==> src/rtl/sync_ram_ctrl_pkg.sv <==
// Shared definitions for the sync_ram_ctrl scratch RAM.
// Holds the controller state encoding and the default geometry.
// Optional feature macro used by the RAM files: SYNC_RAM_PARITY_EN.
package sync_ram_ctrl_pkg;

    // Default word width and address width (DEPTH = 2**ADDR_W)
    localparam int DEF_DATA_W = 4;
    localparam int DEF_ADDR_W = 4;

    // Controller states: clear sweep after reset, then normal service
    typedef enum logic {
        ST_CLEAR = 1'b0,
        ST_READY = 1'b1
    } state_t;

endpackage

==> src/rtl/sync_ram_ctrl_ram_array.sv <==
// ram_array: DEPTH x W storage with synchronous write and combinational read.
// The word width W already includes the parity bit when
// SYNC_RAM_PARITY_EN is defined, so width handling stays in the parent.
module ram_array #(
    parameter int W      = 4,
    parameter int ADDR_W = 4
) (
    input  logic              clk,
    input  logic              i_we,
    input  logic [ADDR_W-1:0] i_addr,
    input  logic [W-1:0]      i_wdata,
    output logic [W-1:0]      o_rdata
);

    localparam int DEPTH = 1 << ADDR_W;

    logic [W-1:0] r_mem [DEPTH];

    // Storage update: one word written per enabled clock edge
    always_ff @(posedge clk) begin
        if (i_we) begin
            r_mem[i_addr] <= i_wdata;
        end
    end

    assign o_rdata = r_mem[i_addr];

endmodule

==> src/rtl/sync_ram_ctrl.sv <==
// sync_ram_ctrl: single-port synchronous scratch RAM with post-reset clear
// sweep, registered read data with a Valid strobe, a Busy flag and
// write-first read-during-write behaviour.
// Optional feature macro: SYNC_RAM_PARITY_EN (stores an even parity bit per
// word and reports ParErr on reads); when undefined ParErr stays 0.
module sync_ram_ctrl
    import sync_ram_ctrl_pkg::*;
#(
    parameter int                DATA_W   = DEF_DATA_W,
    parameter int                ADDR_W   = DEF_ADDR_W,
    parameter logic [DATA_W-1:0] INIT_VAL = {DATA_W{1'b0}}
) (
    input  logic              clk,
    input  logic              rst,
    input  logic              WR,
    input  logic              RD,
    input  logic [ADDR_W-1:0] Address,
    input  logic [DATA_W-1:0] Data,
    output logic [DATA_W-1:0] Out,
    output logic              Valid,
    output logic              Busy,
    output logic              ParErr
);

`ifdef SYNC_RAM_PARITY_EN
    localparam int MEM_W = DATA_W + 1;
`else
    localparam int MEM_W = DATA_W;
`endif

    localparam logic [ADDR_W-1:0] CNT_LAST = {ADDR_W{1'b1}};
    localparam logic [ADDR_W-1:0] CNT_ONE  = ADDR_W'(1);

    state_t              r_state;
    logic [ADDR_W-1:0]   r_cnt;
    logic [DATA_W-1:0]   r_out;
    logic                r_valid;
    logic                r_busy;
    logic                r_parerr;

    logic                w_we;
    logic [ADDR_W-1:0]   w_addr;
    logic [MEM_W-1:0]    w_wdata;
    logic [MEM_W-1:0]    w_rdata;
    logic [DATA_W-1:0]   w_rd_data;
    logic                w_par_mismatch;

    // Even parity bit: makes the total count of ones in {bit, data} even
    function automatic logic even_par(input logic [DATA_W-1:0] d);
        return ^d;
    endfunction

    // Build a stored word from a data value (adds parity when enabled)
    function automatic logic [MEM_W-1:0] make_word(input logic [DATA_W-1:0] d);
`ifdef SYNC_RAM_PARITY_EN
        return {even_par(d), d};
`else
        return d;
`endif
    endfunction

    assign w_rd_data = w_rdata[DATA_W-1:0];

`ifdef SYNC_RAM_PARITY_EN
    assign w_par_mismatch = (w_rdata[DATA_W] != even_par(w_rd_data));
`else
    assign w_par_mismatch = 1'b0;
`endif

    // Array port steering: the sweep owns the port while clearing
    always_comb begin
        w_we    = 1'b0;
        w_addr  = Address;
        w_wdata = make_word(Data);
        if (r_state == ST_CLEAR) begin
            w_we    = 1'b1;
            w_addr  = r_cnt;
            w_wdata = make_word(INIT_VAL);
        end else begin
            w_we    = WR;
            w_addr  = Address;
            w_wdata = make_word(Data);
        end
    end

    ram_array #(
        .W      (MEM_W),
        .ADDR_W (ADDR_W)
    ) u_array (
        .clk     (clk),
        .i_we    (w_we),
        .i_addr  (w_addr),
        .i_wdata (w_wdata),
        .o_rdata (w_rdata)
    );

    // Control FSM: clear sweep, then read/write service with registered outputs
    always_ff @(posedge clk or posedge rst) begin
        if (rst) begin
            r_state  <= ST_CLEAR;
            r_cnt    <= {ADDR_W{1'b0}};
            r_out    <= {DATA_W{1'b0}};
            r_valid  <= 1'b0;
            r_busy   <= 1'b1;
            r_parerr <= 1'b0;
        end else begin
            r_valid <= 1'b0;
            case (r_state)
                ST_CLEAR: begin
                    if (r_cnt == CNT_LAST) begin
                        r_state <= ST_READY;
                        r_busy  <= 1'b0;
                        r_cnt   <= {ADDR_W{1'b0}};
                    end else begin
                        r_cnt   <= r_cnt + CNT_ONE;
                    end
                end
                ST_READY: begin
                    if (RD) begin
                        r_valid <= 1'b1;
                        if (WR) begin
                            // write-first: the new data is what the read returns
                            r_out    <= Data;
                            r_parerr <= 1'b0;
                        end else begin
                            r_out    <= w_rd_data;
                            r_parerr <= w_par_mismatch;
                        end
                    end else begin
                        r_out    <= r_out;
                        r_parerr <= r_parerr;
                    end
                end
                default: begin
                    r_state <= ST_CLEAR;
                    r_cnt   <= {ADDR_W{1'b0}};
                    r_busy  <= 1'b1;
                end
            endcase
        end
    end

    assign Out    = r_out;
    assign Valid  = r_valid;
    assign Busy   = r_busy;
    assign ParErr = r_parerr;

endmodule

==> config.mk <==
export PLATFORM = sky130hd
export DESIGN_NAME = sync_ram_ctrl
export DESIGN_NICKNAME = d
export VERILOG_FILES = /design/src/rtl/sync_ram_ctrl_pkg.sv /design/src/rtl/sync_ram_ctrl_ram_array.sv /design/src/rtl/sync_ram_ctrl.sv
export SDC_FILE = /design/constraint.sdc
export NUM_CORES = 1
export LEC_CHECK = 0
export ABC_AREA = 0
export CORE_ASPECT_RATIO = 0.75
export CORE_MARGIN = 5
export CORE_UTILIZATION = 30
export DETAILED_ROUTE_END_ITERATION = 8
export HOLD_SLACK_MARGIN = 0.06
export PLACE_DENSITY = 0.51
export SLEW_MARGIN = 10
export SYNTH_ARGS = -nofsm -noshare
export SYNTH_HDL_FRONTEND = slang
export SYNTH_HIERARCHICAL = 1
export SYNTH_SLANG_ARGS = --single-unit
export TNS_END_PERCENT = 1
==> constraint.sdc <==
create_clock -name clk -period 5.4 [get_ports clk]
set_input_delay 0.81 -clock clk [delete_from_list [all_inputs] [get_ports clk]]
set_output_delay 0.81 -clock clk [all_outputs]
set_load 0.1 [all_outputs]
==> Yosys cells after proc, flatten, opt, wreduce, memory -nomap -nowiden <==
Memory sizes are Yosys's and may differ from the RTL's. A register that Yosys moved wholly into a read port is not among the register bits.
Cells that the tools add are included.
{ "word_totals": {"reg_bits": 7, "ramBits": 64, "input_bits": 12, "output_inout_bits": 7, "wordCells": 20, "memories": 1} }
{ "mem_list": {"columns": ["memory", "words", "width", "rd", "rd_ports_with_merged_regs", "wr", "line_no", "rtl"], "rows": [
  ["u_array.r_mem", 16, 4, 1, 1, 1, "sync_ram_ctrl_ram_array.sv:17", "logic [W-1:0] r_mem [DEPTH];"]
]} }
{ "op_classes": {"add_sub_neg": 1, "n_eq_ne": 1, "muxes": 10, "bitwise": 1, "reduce_logical": 2} }
{ "op_table": {"columns": ["op", "count"], "rows": [
  ["$mux W4", 3],
  ["$mux W1", 7],
  ["$add A4 B1 Y4 const B", 1],
  ["$eq A4 B4 Y1 const B", 1],
  ["$reduce_and A2 Y1", 2],
  ["$not A1 Y1", 1]
]} }

==> Depth between registers and ports, before layout <==
Gate-level depths: netlist of run 1.
{ "depth": {"depth_word": 3, "depth_mapped": 9, "depth_no_buf": 6} }

==> Cells and area by module <==
Netlist of run 1, hierarchy kept.
{ "modules_own_cells": {"columns": ["module", "n_inst", "cells_per_inst", "area_each_um2", "seq_area_each_um2"], "rows": [
  ["ram_array", 1, 129, 2578.7, 1921.8],
  ["sync_ram_ctrl", 1, 53, 598.1, 276.5]
]} }

==> Least setup slack after synthesis of run 1 <==
Ideal clock, no wire load.
{ "synth_timing": {"path_type": "input port to flip-flop", "from": "in Address[3]", "to": "mem u_array.r_mem[0][0], enable pin", "setup_ns": 0.361, "arrival_time_ns": 2.049, "required_ns": 5.039, "slack_ns": 2.990, "stages": 4, "n_path_buf": 1, "cell_sequence": "mux2_2 > buf_4 > or3b_2 > nor3_1"} }
{ "synth_between": {"elab_chain_cells": 1} }
{ "synth_lines": {"columns": ["element", "line_no", "rtl"], "rows": [
  ["start: declaration", "sync_ram_ctrl.sv:17", "input logic [ADDR_W-1:0] Address,"],
  ["$mux W4", "sync_ram_ctrl.sv:75", "if (r_state == ST_CLEAR) begin"],
  ["end: declaration", "sync_ram_ctrl_ram_array.sv:17", null]
]} }
Every way passes these cells.

==> Final worst setup path of run 1 <==
{ "layout_timing": {"from": "in Address[0]", "to": "reg r_out[0] (netlist: Out[0]) (read register of u_array.r_mem)"} }
{ "layout_between": {"elab_chain_cells": 1} }
{ "layout_lines": {"columns": ["element", "line_no", "rtl"], "rows": [
  ["$mux W4", "sync_ram_ctrl.sv:75", null],
  ["via w_addr[0]", "sync_ram_ctrl.sv:42", "logic [ADDR_W-1:0] w_addr;"],
  ["end: declaration", "sync_ram_ctrl.sv:36", "logic [DATA_W-1:0] r_out;"]
]} }
The timed path passes the listed nets, and every way through them passes these cells.
A chain may end at the register's enable or synchronous reset.

==> impl_metrics.env, run 1 <==
export IMPL_layout_common_cells="edfxtp_1 (64), clkdlybuf4s50_1 (17), nor2_1 (13)"
export IMPL_syn_inst=182
export IMPL_rows=32
export IMPL_achievable_frequency_mhz=344
export IMPL_async_reset_ff_share_pct=14.7
export IMPL_vias=1610
export IMPL_period_needed_ns=2.90
export IMPL_dp_hpwl_um=4180
export IMPL_grt_pass1_vias=1658
export IMPL_design_area_mm2=0.00374
export IMPL_ys_ff_latch=75
export IMPL_worst_pin_slew_ns=0.977
export IMPL_cts_resized=0
export IMPL_initial_core_util_pct=30.8
export IMPL_viasPerCell=4.75
export IMPL_relSlewSlack_pct=34.7
export IMPL_startpoint="Address[0]"
export IMPL_numClockSinks=75
export IMPL_die_area_mm2=0.0128
export IMPL_die_x_um=129
export IMPL_drive_gt1_share_pct=16.7
export IMPL_synth_edf_count=64
export IMPL_netlist_area_mm2=0.00318
export IMPL_status="finished clean"
export IMPL_clockBufferDepth=2
export IMPL_hold_buffers=0
export IMPL_tritoncts="done"
export IMPL_clk_pin_slew_worst_paths_ns=0.06
export IMPL_grt_start_max_net_pins=24
export IMPL_peakVddDrop_uv=225
export IMPL_postRouteAntennaNets=0
export IMPL_ios=19
export IMPL_rsz0062_at_grt="false"
export IMPL_wl_per_cell_um=18.5
export IMPL_ys_warn_count=6
export IMPL_synth_top_flop_cell="edfxtp_1"
export IMPL_core_mm2=0.0103
export IMPL_syn_to_final_growth_pct=17.6
export IMPL_skew_ns=0.00335
export IMPL_antenna_found_initial=0
export IMPL_critPathSlowestCell="mux4_1"
export IMPL_drv_cap=0
export IMPL_cp_start_kind="primary input"
export IMPL_whs_ns=0.460
export IMPL_drc_errors=0
export IMPL_placed_area_mm2=0.00342
export IMPL_io_buffer_count=17
export IMPL_place_gp_congestion=0.726
export IMPL_die_h_um=99.1
export IMPL_routed_wl_um=6270
export IMPL_slowest_delay_ns=0.66
export IMPL_required_ns=5.61
export IMPL_min_path_type="flop to flop"
export IMPL_drt_initial_drc_count=122
export IMPL_grt_ovfl_total=0
export IMPL_p_leak_nw=1.26
export IMPL_antenna_cells=0
export IMPL_track_usage_pct=10.6
export IMPL_r2r_start="r_state"
export IMPL_cp_cell_sequence="clkdlybuf4s50_1, mux2_2, mux4_1, a22oi_1, nand3_1, mux2i_1, a21oi_1"
export IMPL_setup_viol_count_final=0
export IMPL_slew_viol_final=0
export IMPL_worst_setup_path_end_kind="flop"
export IMPL_cts_setup_buffers=0
export IMPL_yosysSeqAreaShare_pct=69.2
export IMPL_grt_first_pass_wirelength_um=9930
export IMPL_fillers=967
export IMPL_worstPathArrival_ns=3.11
export IMPL_ctsRootBufferMaster="clkbuf_16"
export IMPL_final_common_cell="edfxtp_1"
export IMPL_fin_crit_sh_pct=53.8
export IMPL_nets=211
export IMPL_htree_levels=3
export IMPL_path_class="primary input to flop"
export IMPL_numCtsBuffers=9
export IMPL_powerDensity_mw_per_mm2=369
export IMPL_final_setup_tns_ns=0
export IMPL_clock_latency_ns=0.33
export IMPL_hold_viol_final=0
export IMPL_synth_fp_nets=195
export IMPL_first_pass_iters=4
export IMPL_hp_start="Busy"
export IMPL_avgSynthCellArea_um2=17.5
export IMPL_cp_max_fo=23
export IMPL_synthDistinctLibCells=36
==> report_power, final <==
group          switching, mW  total (mW)  internal [mW]
clock                  0.216       0.631          0.415
combinational         0.0745       0.109         0.0341
sequential           0.00264       0.639          0.637
==> cells in the mapped netlist (4+ instances only) <==
cell	count	area [um^2]
nand2b_1	4	25.0
nand3_1	10	50.1
nor3_1	4	20.0
mux2_2	5	56.3
mux4_1	6	158
mux4_2	10	225
mux2i_1	4	40.0
dfrtp_1	10	250
edfxtp_1	64	1920
nand2_1	5	18.8
nor2_1	13	48.8
and2_1	5	31.3
a21oi_1	9	45.0
==> cell families after synthesis <==
logic type	after synthesis	share of synthesized area (%)
flip-flops	75	69.2
buffers and inverters	13	3.31
multiplexers	25	15.1
XOR/XNOR	1	0.276
AND/OR/NAND/NOR	49	8.07
adder cells (fa/ha/maj)	1	0.394
other	1	0.118
AO/OA/AOI/OAI	17	3.54
==> per-stage QoR <==
stage | setup slack [ns] | total power [mW] | std cells | util (%)
after floorplan | 2.99 | 0.731 | 182 | -
after global placement | 2.20 | 0.760 | 323 | 33.1
after detailed placement | 2.12 | 0.761 | 323 | 33.1
after CTS | 2.47 | 1.40 | 339 | 36.2
after global routing | 2.31 | 1.43 | 339 | 36.2
final | 2.50 | 1.38 | 339 | 36.2
==> final timing paths <==
check                         end  slack, ns  cells after the start
max                        Out[0]       2.50                      7
min                          Busy       0.46                      1
max reg2reg                Out[0]       2.53                      6
min reg2reg                  Busy       0.46                      1
max in group asynchronous    Busy       4.26                      2
min in group asynchronous   Valid       0.79                      2
==> metal layers <==
| metal | global-route usage [%] | routed length [um] |
|---|---|---|
| met1 | 16.0 | 3320 |
| met2 | 13.6 | 2570 |
| met3 | 3.97 | 267 |
| met4 | 4.28 | 106 |
| met5 | 0 | 0 |
==> worst max-delay path: cells and delay by family <==
family / cells / cell delay, ns
AOI/OAI and AO/OA: 2 / 0.28
buffers and inverters: 1 / 0.46
muxes: 3 / 1.42
and+or+nand+nor: 1 / 0.11
==> flip-flops by register name (all words and copies together) (netlist names) <==
name / cells
r_cnt: 4
r_state: 1
Out: 4
u_array/r_mem: 64
Busy: 1
Valid: 1
==> area by class of cell <==
cell class	instances	area [um^2]	share of cell area [%]
Clock buffer	11	243	6.50
Clock inverter	5	77.6	2.08
Inverter	1	3.75	0.100
Multi-Input combinational cell	94	873	23.4
Sequential cell	75	2200	58.8
Tap cell	136	170	4.55
Timing Repair Buffer	17	170	4.55
Power figures use the tool's default switching activity.
==> run 2, diff against run 1 <==
Clock period 5.4 ns to 3 ns, I/O delays scaled along.
==> run 2 against run 1 <==
  * Sequential cell count unchanged
  * Final area increased by 1.6%
  * Sequential share of layout area decreased by 0.93 points
  * Setup slack got worse by 1.9 ns
  * Via count increased by 0.37%
  * Clock skew increased by 0.0036 ns
  * Global-route usage decreased by 0.36 points
  * Clock power increased by 92%
  * Clock-buffer cell count unchanged
  * Largest cell class unchanged
  * Largest power group is now the clock network
==> impl_metrics.env, run 2 (same netlist as run 1, synthesis figures left out) <==
export IMPL_rows=32
export IMPL_io_buffer_count=17
export IMPL_clock_latency_ns=0.33
export IMPL_drv_cap=0
export IMPL_die_h_um=99.1
export IMPL_rr_worst_depth=6
export IMPL_htree_levels=3
export IMPL_die_area_mm2=0.0128
export IMPL_place_gp_congestion=0.736
export IMPL_setup_viol_count_final=0
export IMPL_viasPerCell=4.67
export IMPL_cts_setup_buffers=0
export IMPL_hold_viol_final=0
export IMPL_fin_ws_ns=0.553
export IMPL_drc_errors=0
export IMPL_final_core_util_pct=36.7
export IMPL_grt_ovfl_total=0
export IMPL_numClockSinks=75
export IMPL_final_common_cell="edfxtp_1"
export IMPL_status="finished clean"
export IMPL_grt_pass1_vias=1673
export IMPL_syn_to_final_growth_pct=19.5
export IMPL_path_buf_inv=1
export IMPL_ctsRootBufferMaster="clkbuf_16"
export IMPL_rr_endpoint="Out[0]"
export IMPL_cp_max_fo=19
export IMPL_cp_cell_sequence="clkdlybuf4s50_1, mux2_2, mux4_1, a22oi_1, nand3_1, mux2i_1, a21oi_1"
export IMPL_regMostFlops="u_array/r_mem"
export IMPL_rsz0062_at_grt="false"
export IMPL_routed_wl_um=6070
export IMPL_min_path_type="primary input to async pin"
export IMPL_antenna_cells=0
export IMPL_worst_setup_path_end_kind="flop"
export IMPL_nets=218
export IMPL_peakVddDrop_uv=393
export IMPL_drt_initial_drc_count=136
export IMPL_r2r_slack_ns=0.65
export IMPL_period_needed_ns=2.45
export IMPL_hold_buffers=0
export IMPL_skew_ns=0.00695
export IMPL_final_setup_tns_ns=0
export IMPL_track_usage_pct=10.3
export IMPL_fin_crit_sh_pct=81.6
export IMPL_drive_gt1_share_pct=22.4
export IMPL_cts_resized=0
export IMPL_r2r_start="r_cnt[0]"
export IMPL_numCtsBuffers=9
export IMPL_layout_common_cells="edfxtp_1 (64), buf_4 (13), nor2_1 (13)"
export IMPL_clockBufferDepth=2
export IMPL_die_x_um=129
export IMPL_initial_core_util_pct=30.8
export IMPL_grt_first_pass_wirelength_um=9630
export IMPL_ios=19
export IMPL_placedCellCount=330
export IMPL_cp_start_kind="primary input"
export IMPL_postRouteAntennaNets=0
export IMPL_clk_pin_slew_worst_paths_ns=0.06
export IMPL_largest_reg_flops=64
export IMPL_tritoncts="done"
export IMPL_slowest_delay_ns=0.65
export IMPL_path_class="primary input to flop"
export IMPL_slew_viol_final=0
export IMPL_achievable_frequency_mhz=409
export IMPL_dp_hpwl_um=4120
export IMPL_critPathSlowestCell="mux4_1"
export IMPL_vias=1616
export IMPL_worst_pin_slew_ns=0.692
export IMPL_core_mm2=0.0103
export IMPL_p_leak_nw=1.31
export IMPL_powerDensity_mw_per_mm2=674
export IMPL_post_place_ws_ns=0.175
export IMPL_grt_start_max_net_pins=24
export IMPL_relSlewSlack_pct=53.8
export IMPL_first_pass_iters=4
export IMPL_worstPathArrival_ns=2.65
export IMPL_crit_family="multiplexers"
export IMPL_required_ns=3.20
export IMPL_wl_per_cell_um=17.5
export IMPL_antenna_found_initial=0
export IMPL_fin_cells=346
## run 2: cell count changes in the layout (fill, tap and decap cells not counted), sizes merged
cell	before	now
buf	0	13
bufinv	2	3
clkdlybuf4s50	17	11
clkinvlp	1	0
## run 2: worst max path at each step
stage                     from                   to  slack (ns)  cells after the start
global placement    Address[0]               Out[0]        0.15                      7
CTS                 Address[0]               Out[0]        0.52                      7
detailed placement  Address[0]               Out[0]        0.17                      7
finish              Address[0]               Out[0]        0.55                      7
global route        Address[0]               Out[3]        0.39                      8
floorplan              r_state  u_array/r_mem[0][0]        0.83                      5
## run 2: routing by layer
layer,GRT usage (%),share of wire [%]
met4,3.15,0.81
met2,13.7,42
met5,0,0
met1,15.5,53
met3,3.81,3.9
## run 2: area by class of cell
class                   count  area [um^2]
fillers                   978         6530
flip-flops and latches     75         2200
multi-input cells          94          873
clock buffers              11          243
repair buffers             24          208
well taps                 136          170
clock inverters             5          100
inverters                   1         3.75
## run 2: metrics by stage
step	hold slack (ns)	cell area [um^2]	total power [mW]
after floorplan	0.302	3180	1.32
final	0.428	3800	2.56
after global routing	0.467	3800	2.66
after detailed placement	0.453	3450	1.37
after CTS	0.432	3800	2.59
after global placement	0.449	3450	1.37
## run 2: worst register-to-register path: cells and delay by family (launching register included)
kind,cells,cell delay [ns]
compound gates,2,0.31
mux,3,1.38
simple gates,1,0.10
flops,1,0.43
## run 2: power by group
| part | switching (mW) | internal (mW) | leakage, nW |
|---|---|---|---|
| Combinational | 0.134 | 0.0615 | 0.431 |
| Clock | 0.381 | 0.831 | 0.169 |
| Sequential | 0.00477 | 1.15 | 0.710 |
==> run 3, diff against run 2 <==
Clock period 3 ns to 2.42 ns, I/O delays scaled along.
==> run 3 against run 2 <==
  * Critical path depth up 1
  * Sequential cell count unchanged
  * Sequential power up 24%
  * Cell count up 4.0%
  * Clock power up 7%
  * Critical path type unchanged
  * Largest power group is now registers
==> impl_metrics.env, run 3 (same netlist as run 1, synthesis figures left out) <==
export IMPL_cp_start_kind="primary input"
export IMPL_critPathSlowestCell="mux4_2"
export IMPL_drt_initial_drc_count=93
export IMPL_slew_viol_final=0
export IMPL_grt_first_pass_wirelength_um=10200
export IMPL_cts_setup_buffers=0
export IMPL_cp_max_fo=10
export IMPL_finalPower_mw=2.97
export IMPL_setup_viol_count_final=0
export IMPL_drc_errors=0
export IMPL_numClockSinks=75
export IMPL_cp_cell_sequence="clkdlybuf4s50_1, mux2_2, buf_4, mux4_2, a22oi_1, nand3_1, mux2i_1, a21oi_1"
export IMPL_rows=32
export IMPL_viasPerCell=4.76
export IMPL_hold_viol_final=0
export IMPL_antenna_cells=0
export IMPL_drv_cap=0
export IMPL_cts_resized=0
export IMPL_min_path_type="primary input to async pin"
export IMPL_die_h_um=99.1
export IMPL_die_area_mm2=0.0128
export IMPL_final_common_cell="edfxtp_1"
export IMPL_relSlewSlack_pct=61.8
export IMPL_period_needed_ns=2.21
export IMPL_rsz0062_at_grt="false"
export IMPL_nets=232
export IMPL_grt_start_max_net_pins=17
export IMPL_crit_family="multiplexers"
export IMPL_first_pass_iters=4
export IMPL_worst_pin_slew_ns=0.573
export IMPL_achievable_frequency_mhz=453
export IMPL_worstPathArrival_ns=2.41
export IMPL_vias=1712
export IMPL_regMostFlops="u_array/r_mem"
export IMPL_slowest_delay_ns=0.49
export IMPL_peakVddDrop_uv=431
export IMPL_io_buffer_count=17
export IMPL_required_ns=2.63
export IMPL_antenna_found_initial=0
export IMPL_initial_core_util_pct=30.8
export IMPL_wl_per_cell_um=18.0
export IMPL_fin_crit_sh_pct=91.2
export IMPL_whs_ns=0.338
export IMPL_dp_hpwl_um=4610
export IMPL_hold_buffers=0
export IMPL_htree_levels=3
export IMPL_ios=19
export IMPL_powerDensity_mw_per_mm2=769
export IMPL_fillers=981
export IMPL_clockBufferDepth=2
export IMPL_grt_ovfl_total=0
export IMPL_path_buf_inv=2
export IMPL_core_mm2=0.0103
export IMPL_layout_common_cells="edfxtp_1 (64), buf_4 (26), nor2_1 (13)"
export IMPL_path_class="primary input to flop"
export IMPL_drive_gt1_share_pct=27.2
export IMPL_worst_setup_path_end_kind="flop"
export IMPL_largest_reg_flops=64
export IMPL_status="finished clean"
export IMPL_tritoncts="done"
export IMPL_register_area_mm2=0.00220
export IMPL_multi_input_area_um2=873
export IMPL_ctsRootBufferMaster="clkbuf_16"
export IMPL_place_gp_congestion=0.802
export IMPL_postRouteAntennaNets=0
export IMPL_grt_pass1_vias=1749
export IMPL_routed_wl_um=6490
export IMPL_clock_latency_ns=0.33
export IMPL_numCtsBuffers=9
export IMPL_skew_ns=0.00341
export IMPL_clk_pin_slew_worst_paths_ns=0.05
export IMPL_die_x_um=129
export IMPL_track_usage_pct=11.0
export IMPL_syn_to_final_growth_pct=21.7
export IMPL_p_leak_nw=1.35
==> run 3: cell count changes in the layout (fill, tap and decap cells not counted), sizes merged <==
cell,previous run,this run
bufinv,3,1
clkbuf,11,10
buf,13,27
clkinvlp,0,3
==> run 3: final timing paths <==
| check | from | slack [ns] | end | cells past startpoint |
|---|---|---|---|---|
| max in group asynchronous | rst | 1.74 | Busy | 2 |
| min in group clk | Busy | 0.46 | Busy | 1 |
| worst max-delay path | Address[0] | 0.21 | Out[0] | 8 |
| worst min-delay path | rst | 0.34 | Out[0] | 2 |
| worst max register to register | r_state | 0.22 | Out[0] | 7 |
| worst min register to register | Busy | 0.46 | Busy | 1 |
==> run 3: area by class of cell <==
class	count	area share [%]
inverter	1	0.0971
sequential	75	56.9
clock buffer	10	5.92
tap	136	4.40
multi-input combinational	94	22.6
timing repair buffer	38	8.41
clock inverter	6	1.72
==> run 3: per-stage QoR <==
step                      setup WS, ns  utilization, %  instance area (um^2)  std cells  setup TNS, ns
after global routing            0.0630            37.4                  3870        360              0
final                            0.213            37.4                  3870        360              0
after global placement          -0.147            34.6                  3570        344         -0.557
after floorplan                  0.252               -                  3180        182              0
after detailed placement        -0.124            34.6                  3570        344         -0.443
after CTS                        0.195            37.4                  3870        360              0
==> run 3: where the power goes <==
group / internal [mW] / total (mW) / switching [mW] / leakage [nW]
clock network: 0.797 / 1.29 / 0.490 / 0.135
logic: 0.0895 / 0.261 / 0.171 / 0.504
registers: 1.42 / 1.43 / 0.00613 / 0.710
total: 2.31 / 2.97 / 0.667 / 1.35
==> run 3: per-layer routing <==
layer / vias up / global-route usage [%] / routed length, um
met5: - / 0 / 0
met4: 0 / 3.31 / 57
met3: 7 / 4.08 / 332
met2: 39 / 14.5 / 2740
met1: 876 / 16.6 / 3350
li1: 790 / - / -
